`config.mk`:
```
export PLATFORM = sky130hd
export DESIGN_NAME = alu_share_arbiter
export DESIGN_NICKNAME = d
export VERILOG_FILES = /design/src/rtl/alu_share_arbiter.sv
export SDC_FILE = /design/constraint.sdc
export NUM_CORES = 1
export LEC_CHECK = 0
export BUFFER_PORTS_ARGS = -buffer_cell sky130_fd_sc_hd__buf_4
export CORE_AREA = 4 4 98 137
export CTS_BUF_LIST = sky130_fd_sc_hd__clkbuf_8
export DETAILED_ROUTE_END_ITERATION = 12
export DIE_AREA = 0 0 102 141
export PLACE_DENSITY = 0.88
export SYNTH_ARGS = -nofsm -noshare
export SYNTH_HDL_FRONTEND = slang
export SYNTH_SLANG_ARGS = --single-unit
export TNS_END_PERCENT = 20
```
`constraint.sdc`:
```
create_clock -name CLK -period 1.75 [get_ports CLK]
set_clock_uncertainty 0.2 [all_clocks]
set_input_delay 0.35 -clock CLK [delete_from_list [all_inputs] [get_ports CLK]]
set_output_delay 0.35 -clock CLK [all_outputs]
set_load 0.02 [all_outputs]
```
`src/rtl/alu_share_arbiter.sv`:
```
// Round-robin share of one external combinational ALU between two valid/ready requesters.
// Operands are registered at issue, the result and flags are registered for the response.
module alu_share_arbiter #(
  parameter int WIDTH  = 32,
  parameter int FLAG_W = 4
) (
  input  logic              CLK,
  input  logic              RESETn,
  input  logic [1:0]        REQ_VALID,
  output logic [1:0]        REQ_READY,
  input  logic [WIDTH-1:0]  REQ0_A,
  input  logic [WIDTH-1:0]  REQ0_B,
  input  logic [1:0]        REQ0_CTRL,
  input  logic [WIDTH-1:0]  REQ1_A,
  input  logic [WIDTH-1:0]  REQ1_B,
  input  logic [1:0]        REQ1_CTRL,
  output logic [1:0]        RSP_VALID,
  input  logic [1:0]        RSP_READY,
  output logic [WIDTH-1:0]  RSP_RESULT,
  output logic [FLAG_W-1:0] RSP_FLAGS,
  output logic [WIDTH-1:0]  ALU_SRC_A,
  output logic [WIDTH-1:0]  ALU_SRC_B,
  output logic [1:0]        ALU_CTRL,
  input  logic [WIDTH-1:0]  ALU_RESULT,
  input  logic [FLAG_W-1:0] ALU_FLAGS
);

  typedef enum logic [1:0] {
    ST_IDLE = 2'd0,
    ST_EXEC = 2'd1,
    ST_RESP = 2'd2
  } state_t;

  state_t            state_r;
  state_t            next_state_s;
  logic [1:0]        grant_s;
  logic              rsp_done_s;
  logic              owner_r;
  logic              last_grant_r;
  logic [WIDTH-1:0]  op_a_r;
  logic [WIDTH-1:0]  op_b_r;
  logic [1:0]        op_ctrl_r;
  logic [WIDTH-1:0]  rsp_result_r;
  logic [FLAG_W-1:0] rsp_flags_r;
  logic [1:0]        rsp_valid_r;

  // Arbitration: on contention the requester that did not win last time goes next
  always_comb begin
    grant_s = 2'b00;
    if (RESETn && (state_r == ST_IDLE)) begin
      case (REQ_VALID)
        2'b01:   grant_s = 2'b01;
        2'b10:   grant_s = 2'b10;
        2'b11:   grant_s = last_grant_r ? 2'b01 : 2'b10;
        default: grant_s = 2'b00;
      endcase
    end else begin
      grant_s = 2'b00;
    end
  end

  assign rsp_done_s = RSP_READY[owner_r];

  // Next-state logic
  always_comb begin
    next_state_s = state_r;
    case (state_r)
      ST_IDLE: begin
        if (grant_s != 2'b00) next_state_s = ST_EXEC;
        else                  next_state_s = ST_IDLE;
      end
      ST_EXEC: next_state_s = ST_RESP;
      ST_RESP: begin
        if (rsp_done_s) next_state_s = ST_IDLE;
        else            next_state_s = ST_RESP;
      end
      default: next_state_s = ST_IDLE;
    endcase
  end

  // State register
  always_ff @(posedge CLK) begin
    if (!RESETn) state_r <= ST_IDLE;
    else         state_r <= next_state_s;
  end

  // Issue: capture the winner's operands and remember it for fairness
  always_ff @(posedge CLK) begin
    if (!RESETn) begin
      op_a_r       <= {WIDTH{1'b0}};
      op_b_r       <= {WIDTH{1'b0}};
      op_ctrl_r    <= 2'b00;
      owner_r      <= 1'b0;
      last_grant_r <= 1'b1;
    end else if (grant_s != 2'b00) begin
      op_a_r       <= grant_s[1] ? REQ1_A    : REQ0_A;
      op_b_r       <= grant_s[1] ? REQ1_B    : REQ0_B;
      op_ctrl_r    <= grant_s[1] ? REQ1_CTRL : REQ0_CTRL;
      owner_r      <= grant_s[1];
      last_grant_r <= grant_s[1];
    end
  end

  // Response: capture ALU output in EXEC, hold it until the owner consumes it
  always_ff @(posedge CLK) begin
    if (!RESETn) begin
      rsp_result_r <= {WIDTH{1'b0}};
      rsp_flags_r  <= {FLAG_W{1'b0}};
      rsp_valid_r  <= 2'b00;
    end else begin
      case (state_r)
        ST_EXEC: begin
          rsp_result_r <= ALU_RESULT;
          rsp_flags_r  <= ALU_FLAGS;
          rsp_valid_r  <= owner_r ? 2'b10 : 2'b01;
        end
        ST_RESP: begin
          if (rsp_done_s) rsp_valid_r <= 2'b00;
        end
        default: rsp_valid_r <= 2'b00;
      endcase
    end
  end

  assign REQ_READY  = grant_s;
  assign RSP_VALID  = rsp_valid_r;
  assign RSP_RESULT = rsp_result_r;
  assign RSP_FLAGS  = rsp_flags_r;
  assign ALU_SRC_A  = op_a_r;
  assign ALU_SRC_B  = op_b_r;
  assign ALU_CTRL   = op_ctrl_r;

endmodule

```
==> impl_metrics.ini <==
[status]
status = finished with violations
violations = negative setup slack

[synthesis]
ys_seq_area_frac = 0.442
synth_ff_type = dfxtp_1
synthAdderAreaFrac = 0
yosysTopAreaCell = dfxtp_1
syn-instance-count = 576
yosys_warnings = 0
ys_async_sr_fraction = 0
synth_fp_nets = 750
synth_top_family_by_area = compound AO/OA/AOI/OAI gates
synth-simple-area-share = 0.138
muxShareOfSynthArea = 0.00204
synthTopCellsByArea = dfxtp_1 44%, a21oi_1 11%, a311oi_2 9.2%
synth_edf_count = 0
ys_ff_latch = 108
syn_avg_cell_area_um2 = 8.50
synth_compound_area_frac = 0.342
yosys.area.top_type_share = 0.442
syn_area_um2 = 4900
synthDistinctLibCells = 30
synthXorXnorAreaFrac = 0

[sta]
setup_slack_ps = -280
finalCriticalPeriod_ps = 2030
slew_headroom = 0.689
rsz0062_at_grt = true
worst_pin_slew_ps = 466
final_max_slew_viol_count = 0
fin_hold_ws_ps = 20.4
finalSetupViolCount = 68
tns_ps = -5910
hold_viol = 0
fmax_mhz = 493
period_share = 1.16

[pwr]
combPwrFrac = 0.332
p_leak_nw = 3.35
seq_power_share = 0.410
switchingPower_mw = 2.19
swShare = 0.321
power.internal_mw = 4.63
power_frac_clock = 0.258
power_density_nw_per_um2 = 830
peakVddDrop_v = 0.000462

[clock_tree]
cts_buffers = 9
cts.clk_slew.worst_paths_ps = 110
htree_levels = 3
clock-root-buffer = clkbuf_8
cts.path.max_buffers = 2
clk_latency_ps = 370
cts.sinks = 108
cts_tree = done

[hold_path]
hold_class = primary input to flop

[routing]
ant_nets = 0
first_iter_violations = 327
first_pass_iters = 5
vias_per_cell = 5.60
drc = 0
drt_wl_total_um = 19100
vias = 5699
wl_per_cell_um = 18.8

[floorplan]
rows = 48
die_h_um = 141
die_w_um = 102
dieArea_um2 = 14400
ios = 280
start_util = 0.400
core_um2 = 12300

[layout]
stdcell_count = 1018
syn_to_final_growth_pct = 68.0
diodes = 0
drive_gt1_frac = 0.486
fin_nets = 1037

[global_route]
grt_pass1_wl_um = 26800
grt.overflow.total = 0
grtUsageTotal = 0.233
antenna_found_initial = 0
grt_max_degree = 67
grt_pass1_vias = 5321

[setup_path]
critPathKind = flop to output port
endpoint_kind = output port
required_ps = 1200
critPathArrivalTime_ps = 1480
path_max_fanout = 2
cp-start-kind = flop

[placement]
placed_cells = 972
hpwlAfterDp_um = 12700
place_congestion = 0.859
io_buffers = 279

[flow_run]
drv_cap = 0
-- routing by layer --
layer	global-route usage	vias up	share of wire
li1	-	2701	-
met1	0.256	2635	0.34
met2	0.413	303	0.53
met3	0.0653	60	0.089
met4	0.0947	0	0.040
met5	0	-	0
-- worst max-delay path, cell delays in order (launching register included) --
cell and delay, ps:
dfxtp_2 350, buf_6 120, nor3b_4 190, buf_4 140, and3_4 180, buf_6 120
-- cell usage after synthesis, types with 2 or more instances --
master,instances
inv_1,2
a311oi_1,36
buf_1,2
buf_4,3
buf_2,21
nand3_1,66
a311oi_2,30
a21oi_1,103
nor2b_1,2
o21ai_1,27
clkbuf_1,37
o21ai_0,39
a32oi_1,2
buf_6,8
nand2b_1,2
dfxtp_1,108
nor2_1,4
nand2_1,72
-- layout make-up --
cell class              instances  area [um^2]
multi-input cells             394         2560
clock inverters                 6         93.8
fillers                       996         4030
well taps                     150          188
inverters                       3         12.5
repair buffers                347         3060
clock buffers                  10          138
flip-flops and latches        108         2160
-- power by group through the flow --
| stage | Combinational (mW) | Clock [mW] | Sequential [mW] |
|---|---|---|---|
| 6_report | 2.26 | 1.76 | 2.80 |
| 5_1_grt | 2.41 | 1.88 | 2.82 |
| 4_1_cts | 2.02 | 1.79 | 2.79 |
| 3_5_place_dp | 1.96 | 0 | 2.84 |
| 3_3_place_gp | 1.92 | 0 | 2.83 |
| 2_1_floorplan | 0.783 | 0 | 3.08 |
-- per-stage QoR --
step / util / setup slack, ps / total power [mW] / area (um^2)
finish: 0.671 / -280 / 6.82 / 8220
global route: 0.671 / -345 / 7.11 / 8220
CTS: 0.630 / -279 / 6.60 / 7720
detailed placement: 0.596 / -241 / 4.80 / 7300
global placement: 0.596 / -132 / 4.76 / 7300
floorplan: - / 2.04 / 3.87 / 4900
-- sequential cells by signal, indices dropped and copies added (netlist names) --
register,count
last_grant_r,1
ALU_SRC_A,32
state_r,2
RSP_FLAGS,4
RSP_VALID,2
RSP_RESULT,32
owner_r,1
ALU_CTRL,2
ALU_SRC_B,32
-- cell usage in the layout (no fill, tap or decap), types with 2 or more instances in the layout --
cell	synthesis	final
buf_4	3	299
dfxtp_1	108	106
a21oi_1	103	93
nand2_1	72	72
nand3_1	66	54
o21ai_0	39	39
a311oi_2	30	36
a311oi_1	36	29
o21ai_1	27	27
buf_12	0	15
dlygate4sd3_1	0	12
nand3_2	0	10
a21oi_2	0	10
clkbuf_8	0	10
clkbuf_16	0	9
buf_6	8	9
nor2_1	4	3
nand2b_1	2	2
inv_1	2	2
a32oi_1	2	2
nand3_4	0	2
inv_6	0	2
bufinv_16	0	2
buf_16	0	2
dfxtp_2	0	2
-- logic make-up after synthesis --
kind of cell	Yosys count
buffers and inverters	74
AO/OA/AOI/OAI	242
flip-flops	108
multiplexers	1
AND/OR/NAND/NOR	151
-- timing repair --
action                     CTS  global route
gates resized for setup     15            41
hold buffers                10             2
hold endpoints to repair    10             2
pin swaps                    1            41
cloned                       1            10
setup endpoints to repair   66            68
setup buffers                3             6
-- worst paths after layout --
check                 startpoint        endpoint  slack (ps)  cells after the start
setup / recovery      state_r[0]    REQ_READY[0]        -280                      5
hold / removal    ALU_RESULT[15]  RSP_RESULT[15]          20                      3
setup reg to reg      state_r[0]   ALU_SRC_A[14]        -150                      8
hold reg to reg    RSP_RESULT[2]   RSP_RESULT[2]         260                      2
Power figures use the tool's default switching activity.
